==> config.mk <==
export PLATFORM = sky130hd
export DESIGN_NAME = fifo_4c_w_1c_r
export DESIGN_NICKNAME = d
export VERILOG_FILES = /design/src/rtl/fifo_pkg.sv /design/src/rtl/fifo_wr_seq.sv /design/src/rtl/fifo_4c_w_1c_r.sv
export SDC_FILE = /design/constraint.sdc
export NUM_CORES = 1
export LEC_CHECK = 0
export ABC_AREA = 1
export ABC_CLOCK_PERIOD_IN_PS = 2600
export BUFFER_PORTS_ARGS = -buffer_cell sky130_fd_sc_hd__buf_2
export CAP_MARGIN = 20
export CORE_MARGIN = 2
export CORE_UTILIZATION = 45
export CTS_CLUSTER_SIZE = 20
export DETAILED_ROUTE_END_ITERATION = 10
export PLACE_DENSITY = 0.66
export REMOVE_ABC_BUFFERS = 1
export SLEW_MARGIN = 20
export SYNTH_ARGS = -nofsm -noshare
export SYNTH_HDL_FRONTEND = slang
export SYNTH_SLANG_ARGS = --single-unit
==> constraint.sdc <==
create_clock -name clock -period 2.6 [get_ports clock]
set_input_delay 0.26 -clock clock [delete_from_list [all_inputs] [get_ports clock]]
set_output_delay 0.26 -clock clock [all_outputs]
set_load 0.03 [all_outputs]
==> src/rtl/fifo_pkg.sv <==
// Shared types and sizing for the 4-cycle-write / 1-cycle-read FIFO.
// The write engine and the top-level storage both take their widths from here.
package fifo_pkg;

  localparam int DATA_WIDTH   = 8;
  localparam int FIFO_DEPTH   = 8;
  localparam int WRITE_CYCLES = 4;

  localparam int PTR_W  = $clog2(FIFO_DEPTH);
  localparam int BEAT_W = (WRITE_CYCLES > 2) ? $clog2(WRITE_CYCLES) : 1;

  typedef logic [DATA_WIDTH-1:0] data_t;
  typedef logic [PTR_W-1:0]      ptr_t;
  typedef logic [PTR_W:0]        cnt_t;
  typedef logic [BEAT_W-1:0]     beat_t;

  typedef enum logic {
    IDLE,
    WRITING
  } wr_state_t;

  localparam cnt_t  DEPTH_CNT = cnt_t'(FIFO_DEPTH);
  // The commit edge is the one where the beat counter holds WRITE_CYCLES-2.
  localparam beat_t LAST_BEAT = beat_t'(WRITE_CYCLES - 2);

endpackage

==> src/rtl/fifo_wr_seq.sv <==
// Write engine: reserves a slot on push accept, then commits the latched word
// WRITE_CYCLES-1 edges later. One write in flight at a time.
module fifo_wr_seq
  import fifo_pkg::*;
(
  input  logic  clock,
  input  logic  reset,
  input  logic  push,
  input  logic  full,
  input  data_t data_in,
  output logic  accept,
  output logic  commit,
  output logic  busy,
  output data_t data
);

  wr_state_t state;
  beat_t     beat_cnt;

  // NOTE: always_comb outputs get a value on every path so no latch is inferred.
  always_comb begin
    accept = 1'b0;
    commit = 1'b0;
    if (state == IDLE) begin
      accept = push && !full;
    end else begin
      commit = (beat_cnt == LAST_BEAT);
    end
  end

  assign busy = (state == WRITING);

  // NOTE: sequential state uses non-blocking assignments so every register
  // samples pre-edge values regardless of statement order.
  always_ff @(posedge clock) begin
    if (reset) begin
      state    <= IDLE;
      beat_cnt <= '0;
      data     <= '0;
    end else begin
      case (state)
        IDLE: begin
          if (accept) begin
            state    <= WRITING;
            beat_cnt <= '0;
            data     <= data_in;
          end
        end
        WRITING: begin
          if (commit) begin
            state <= IDLE;
          end else begin
            beat_cnt <= beat_cnt + beat_t'(1);
          end
        end
        default: begin
          state <= IDLE;
        end
      endcase
    end
  end

endmodule

==> src/rtl/fifo_4c_w_1c_r.sv <==
// FIFO with a WRITE_CYCLES-clock write commit and a single-cycle read.
// Define FIFO_ERR_FLAGS_EN to build sticky overflow/underflow flags.
module fifo_4c_w_1c_r
  import fifo_pkg::*;
(
  input  logic                  clock,
  input  logic                  reset,
  input  logic                  push,
  input  logic [DATA_WIDTH-1:0] data_in,
  input  logic                  pop,
  output logic [DATA_WIDTH-1:0] data_out,
  output logic                  read_en,
  output logic                  write_en,
  output logic                  wr_busy,
  output logic                  full,
  output logic                  empty,
  output logic                  overflow,
  output logic                  underflow
);

  data_t mem [FIFO_DEPTH];
  ptr_t  wr_ptr;
  ptr_t  rd_ptr;
  cnt_t  committed;
  cnt_t  occupancy;
  cnt_t  committed_nxt;
  cnt_t  occupancy_nxt;

  logic  accept;
  logic  commit;
  logic  do_pop;
  data_t wr_data;

  fifo_wr_seq u_wr_seq (
    .clock   (clock),
    .reset   (reset),
    .push    (push),
    .full    (full),
    .data_in (data_in),
    .accept  (accept),
    .commit  (commit),
    .busy    (wr_busy),
    .data    (wr_data)
  );

  // Occupancy counts reserved in-flight slots; committed counts readable ones.
  always_comb begin
    do_pop        = pop && !empty;
    committed_nxt = committed + cnt_t'(commit) - cnt_t'(do_pop);
    occupancy_nxt = occupancy + cnt_t'(accept) - cnt_t'(do_pop);
  end

  // NOTE: storage is not reset; pointers and counts alone define which
  // entries are valid, so clearing the array would buy nothing.
  always_ff @(posedge clock) begin
    if (commit && !reset) begin
      mem[wr_ptr] <= wr_data;
    end
  end

  always_ff @(posedge clock) begin
    if (reset) begin
      wr_ptr    <= '0;
      rd_ptr    <= '0;
      committed <= '0;
      occupancy <= '0;
      full      <= 1'b0;
      empty     <= 1'b1;
      read_en   <= 1'b0;
      write_en  <= 1'b0;
      data_out  <= '0;
    end else begin
      write_en  <= commit;
      read_en   <= do_pop;
      committed <= committed_nxt;
      occupancy <= occupancy_nxt;
      full      <= (occupancy_nxt == DEPTH_CNT);
      empty     <= (committed_nxt == '0);
      if (commit) begin
        wr_ptr <= wr_ptr + ptr_t'(1);
      end
      if (do_pop) begin
        data_out <= mem[rd_ptr];
        rd_ptr   <= rd_ptr + ptr_t'(1);
      end
    end
  end

`ifdef FIFO_ERR_FLAGS_EN
  always_ff @(posedge clock) begin
    if (reset) begin
      overflow  <= 1'b0;
      underflow <= 1'b0;
    end else begin
      if (push && !accept) begin
        overflow <= 1'b1;
      end
      if (pop && empty) begin
        underflow <= 1'b1;
      end
    end
  end
`else
  assign overflow  = 1'b0;
  assign underflow = 1'b0;
`endif

endmodule

Word-level counts from Yosys, hierarchy flattened

Memory sizes are Yosys's and may differ from the RTL's. A register that Yosys moved wholly into a read port is not among the register bits.
Cells that the tools add are included.

Reductions and logical operators: 9
Multiplexer cells: 10
Equal/unequal tests: 4
Bitwise gates (word level): 1
$add $sub $neg: 7

Operators with widths:

| operator                                      | number |
|---|---|
| adder 4 x 1 -> 4 bit                          | 2 |
| subtractor 4 x 1 -> 4 bit                     | 2 |
| adder 3 x 1 -> 3 bit (second input constant)  | 2 |
| 2-to-1 mux 1 bit                              | 6 |
| equality test 4 bit (second input constant)   | 1 |
| logical NOT 4 bit                             | 1 |
| 2-to-1 mux 2 bit                              | 2 |
| inequality test 2 bit (second input constant) | 2 |
| one-hot mux 2 bit (2 select lines)            | 1 |
| AND reduction 2 bit                           | 2 |
| logical AND 1 bit                             | 3 |
| logical NOT 1 bit                             | 3 |
| adder 2 x 1 -> 2 bit (second input constant)  | 1 |
| equality test 2 bit (second input constant)   | 1 |
| one-hot mux 1 bit (2 select lines)            | 1 |
| inverter 1 bit                                | 1 |

Register bits after elaboration: 29
Word-level logic and storage cells: 43
Bits of input ports: 12
Memories: 1
Bits in writable memories: 64
Output and inout bits: 15

Memories:

| name | words | width | read ports | clocked after memory_dff | wr ports | RTL line             | text |
|---|---|---|---|---|---|---|---|
| mem  | 8     | 8     | 1          | 1                        | 1        | fifo_4c_w_1c_r.sv:21 | `data_t mem [FIFO_DEPTH];` |

Longest topological paths before layout

Word-level depth: 6
Depth in mapped cells: 12
Depth with buffers taken out: 12

By module

Synthesis repeated with hierarchy kept, for this count alone.

Cell total of the unflattened synthesis: 457
Area total of the unflattened synthesis: 4,384.2 sq um

Modules (own cells, without submodules):

| module         | seq. area each (sq um) | cells each | instances | area each (sq um) |
|---|---|---|---|---|
| fifo_4c_w_1c_r | 2,442.3                | 403        | 1         | 3,955.0 |
| fifo_wr_seq    | 220.2                  | 54         | 1         | 429.2 |

Least setup slack after synthesis

OpenSTA, ideal clock, no wires.

Path kind: reg-to-reg
From: register empty
To: register empty
Data required time: 2.483 ns
Buffers on the path: 1
Clock period less this slack: 2.107 ns
Stages on the path, launching flop included: 10
Setup time: 0.117 ns
Data arrival time: 1.990 ns
Path slack: 0.493 ns
Path through: dfxtp_1 nor2_1 buf_2 ha_1 inv_1 ha_1 fa_1 inv_1 a31oi_1 nor2_1

Cells in the longest elaborated chain, start to end: 4

RTL lines:

| what                      | RTL line             | text |
|---|---|---|
| start, declared           | fifo_4c_w_1c_r.sv:16 | `output logic empty,` |
| start signal, assigned    | fifo_4c_w_1c_r.sv:78 | `empty <= (committed_nxt == '0);` |
| logical NOT 1 bit         | fifo_4c_w_1c_r.sv:48 | `do_pop = pop && !empty;` |
| logical AND 1 bit         | fifo_4c_w_1c_r.sv:48 |  |
| via do_pop                | fifo_4c_w_1c_r.sv:31 | `logic do_pop;` |
| subtractor 4 x 1 -> 4 bit | fifo_4c_w_1c_r.sv:49 | `committed_nxt = committed + cnt_t'(commit) - cnt_t'(do_pop);` |
| via committed_nxt[1]      | fifo_4c_w_1c_r.sv:26 | `cnt_t committed_nxt;` |
| logical NOT 4 bit         | fifo_4c_w_1c_r.sv:78 |  |

The timed path passes the listed nets, and every way through them passes these cells.
A chain may end at the register's enable or synchronous reset.

Worst setup path in the final report

From: register u_wr_seq.beat_cnt[0]
To: register empty

Cells in the longest elaborated chain, start to end: 5

RTL lines:

| what                      | RTL line             | text |
|---|---|---|
| start, declared           | fifo_wr_seq.sv:18    | `beat_t beat_cnt;` |
| start signal, assigned    | fifo_wr_seq.sv:53    | `beat_cnt <= beat_cnt + beat_t'(1);` |
| equality test 2 bit       | fifo_wr_seq.sv:27    | `commit = (beat_cnt == LAST_BEAT);` |
| 2-to-1 mux 1 bit          | fifo_wr_seq.sv:24    | `if (state == IDLE) begin` |
| adder 4 x 1 -> 4 bit      | fifo_4c_w_1c_r.sv:49 |  |
| subtractor 4 x 1 -> 4 bit | fifo_4c_w_1c_r.sv:49 |  |
| logical NOT 4 bit         | fifo_4c_w_1c_r.sv:78 |  |

No other way between the ends.

==> impl_results.md <==
- # IOs: 27
- First-iteration detailed-routing DRC count: roughly 180
- Clock Latency Late Sink: between 0.3 and 0.4 ns
- Worst Setup End Kind: flip-flop
- Worst R2R Start: u_wr_seq.beat_cnt[0]
- Comb pwr share: 0.239
- Asr flop ratio synth: 0
- CP max stage delay: approximately 0.4 ns
- RSZ-0062 raised after global routing: false
- Reg2Reg Depth: 10
- Max-cap violation count: 0
- Dpl hpwl: around 5400 µm
- Switching Power: 1.30 mW
- Overall power: approximately 4.2 mW
- Initial Util: 0.467
- Min cycle time layout: 2.11 ns
- Int Pwr: 2.90 mW
- Delay-heaviest family, CP: adder cells
- Crit path DAT: ~2.4 ns
- H-tree lvl count: 3
- Largest net degree at the start of global routing: 35
- Mapped Avg Cell Area: ~9.5 µm²
- Final setup TNS: 0 ns
- DRC errors left: 0
- Vias/cell: about 4.7
- P per Cell Area: between 800 and 900 nW/µm²
- Post-synth cell types: 28
- Core Area: 9330 µm²
- Antenna-violating nets left: 0
- DRT Pass-1 Iters: 6
- Routability congestion estimate: 0.782
- CP bufs+invs: 2
- First-pass GRT wire length: 13500 µm
- Yosys warnings: 0
- Hold_sp: data_in[3]
- Fin. Hold Viols: 0
- Prevailing post-synth register cell: edfxtp_1
- Synthesis-to-finish area growth: 10.9%
- Number of buffer cells added on primary ports: 24
- Sequential Power Share: 0.482
- N_diodes: 0
- Hold Crit Depth: 3
- Worst path cell trace: inv_1 > ha_1 > nand2_1 > ha_1 > inv_1 > ha_1 > fa_1 > xnor2_1 > a31oi_1 > nor2_1
- Slew @ Worst Pin: about 0.75 ns
- Placed insts: about 600
- Period utilization: 0.811
- Chip height: between 100 and 150 µm
- DIE AREA: between 10000 and 15000 µm²
- Min-Delay Path Class: primary input to flip-flop
- Crit path launch type: flip-flop
- # Post-CTS Setup Buffers: 0
- Crit path max-delay cell type: fa_1
- CTS clk-pin slew, worst paths: approximately 0.09 ns
- Fraction of layout cells with a size suffix above 1: 0.123
- Most Frequent Cell on Critical Path: ha_1
- Final Non-Filler Cells: between 600 and 700
- Fmax: 474 MHz
- Slew Viols, Final: 0
- Final wirelength: just over 8000 µm
- Max Buffers Root-to-Sink: 2
- Cells after Synth: around 460
- Initial antenna violation count: 0
- Worst slack at placement: around 0.52 ns
- Final setup viols: 0
- Finished Core Util: 0.518
- EDFF count, synth: 64
- Critical Path Start: u_wr_seq.beat_cnt[0]
- Hold slack: between 0.15 and 0.2 ns
- CTS Buf Count: 9
- CTS tree: built
- GR Overflow Total: 0
- Placement Rows: 35
- Fin area: 4830 µm²
- Max VDD drop: between 0.0003 and 0.0004 V
- Final #Nets: a little over 500
- Critical path class: flip-flop to flip-flop
- DR WL/cell: ~13 µm
- Synthesized area: 4360 µm²
- Slack of the critical path: around 0.49 ns
- CTS Hold Buffers Added: 0
- Die width: between 100 and 150 µm
- Clock group share of total power: 0.279
- Worst Skew: around 0.012 ns
- Total number of vias: ~2900
- Static leakage power: between 2 and 2.5 nW
- Crit-path max FO: 6
- Slew HR: 0.502
- CP Data Required Time: a little under 3 ns
- Status: finished, final reports clean
- Clk sink count: 101
- Vias in the first global route: ~2800
- CP Depth: 10
- Yosys reg bits: a little over 100
- Post-cts resize count: 0
- Filler Cell Count: 845
- Total Routing Usage GR: 0.173
- Sw Share: 0.310
- Sequential area share after synthesis: 0.611
- CTS root buffer: clkbuf_8
- Placed cell areas: around 4600 µm²
[cell usage in the layout (no fill, tap or decap)]
cell       instances
clkinv_4           1
o21ai_0           20
or2_2              1
a31oi_1            1
nor2_1            41
xnor2_1            2
clkinv_2           1
clkbuf_8          10
a21oi_2            6
edfxtp_1          64
ha_1              11
inv_4              1
nand2_1           91
dfxtp_1           37
nor2_2             2
clkbuf_1           2
nand2_2            1
clkinv_1           1
inv_2              1
a21oi_1           10
conb_1             2
buf_4              9
xor2_1             2
nand3_1           56
buf_2             24
fa_1               2
bufinv_16          3
inv_1             87
[layout make-up]
type | count | area (µm²) | area share
repair buffers | 33 | 188 | 0.0389
well taps | 129 | 161 | 0.0334
inverters | 91 | 349 | 0.0723
flip-flops and latches | 101 | 2660 | 0.551
multi-input cells | 248 | 1230 | 0.255
clock buffers | 12 | 145 | 0.0300
clock inverters | 4 | 95.1 | 0.0197
[cells by family (layout without fill, tap and decap cells)]
group	Yosys count	in the layout	synth area share
other cells	1	2	0.000861
compound gates	37	37	0.0479
buf+inv	109	140	0.108
simple gates	192	192	0.183
flops	101	101	0.611
fa+ha+maj	13	13	0.0408
xor+xnor	4	4	0.00804
[final timing paths]
path | to | slack, ns
max | empty | 0.49
min | u_wr_seq.data[3] | 0.15
max reg2reg | empty | 0.49
min reg2reg | u_wr_seq.beat_cnt[1] | 0.51
[synth_stat cells, types with 2 or more instances]
cell type / count / area [µm²]
a21oi_1: 10 / 50.1
a21oi_2: 6 / 52.6
buf_2: 7 / 35.0
buf_4: 4 / 30.0
buf_6: 4 / 45.0
dfxtp_1: 37 / 741
edfxtp_1: 64 / 1920
fa_1: 2 / 40.0
ha_1: 11 / 138
inv_1: 87 / 327
nand2_1: 91 / 342
nand3_1: 56 / 280
nor2_1: 42 / 158
o21ai_0: 20 / 100
xnor2_1: 2 / 17.5
xor2_1: 2 / 17.5
[power by group through the flow]
stage | registers (mW) | clock network, mW | logic [mW]
after floorplan | 2.14 | 0 | 0.625
after global placement | 2.05 | 0 | 0.971
after detailed placement | 2.06 | 0 | 1.01
after CTS | 2.03 | 1.20 | 1.01
after global routing | 2.05 | 1.26 | 1.16
final | 2.03 | 1.17 | 1.01
[worst min-delay path, stage by stage]
cell and delay (ns):
buf_2 0.07, o21ai_0 0.07, nor2_1 0.07
[metal layers]
metal,GRT usage,part of all wire,routed length (µm)
met3,0.0294,0.043,349
met2,0.280,0.46,3760
met1,0.227,0.48,3860
met5,0,0,0
met4,0.0790,0.017,136
[registers in the layout, indices dropped and copies added, names as in the netlist, 2 cells and up]
signal,flops
committed,4
data_out,8
mem,64
occupancy,4
rd_ptr,3
u_wr_seq.beat_cnt,2
u_wr_seq.data,8
wr_ptr,3
Power figures use the tool's default switching activity.
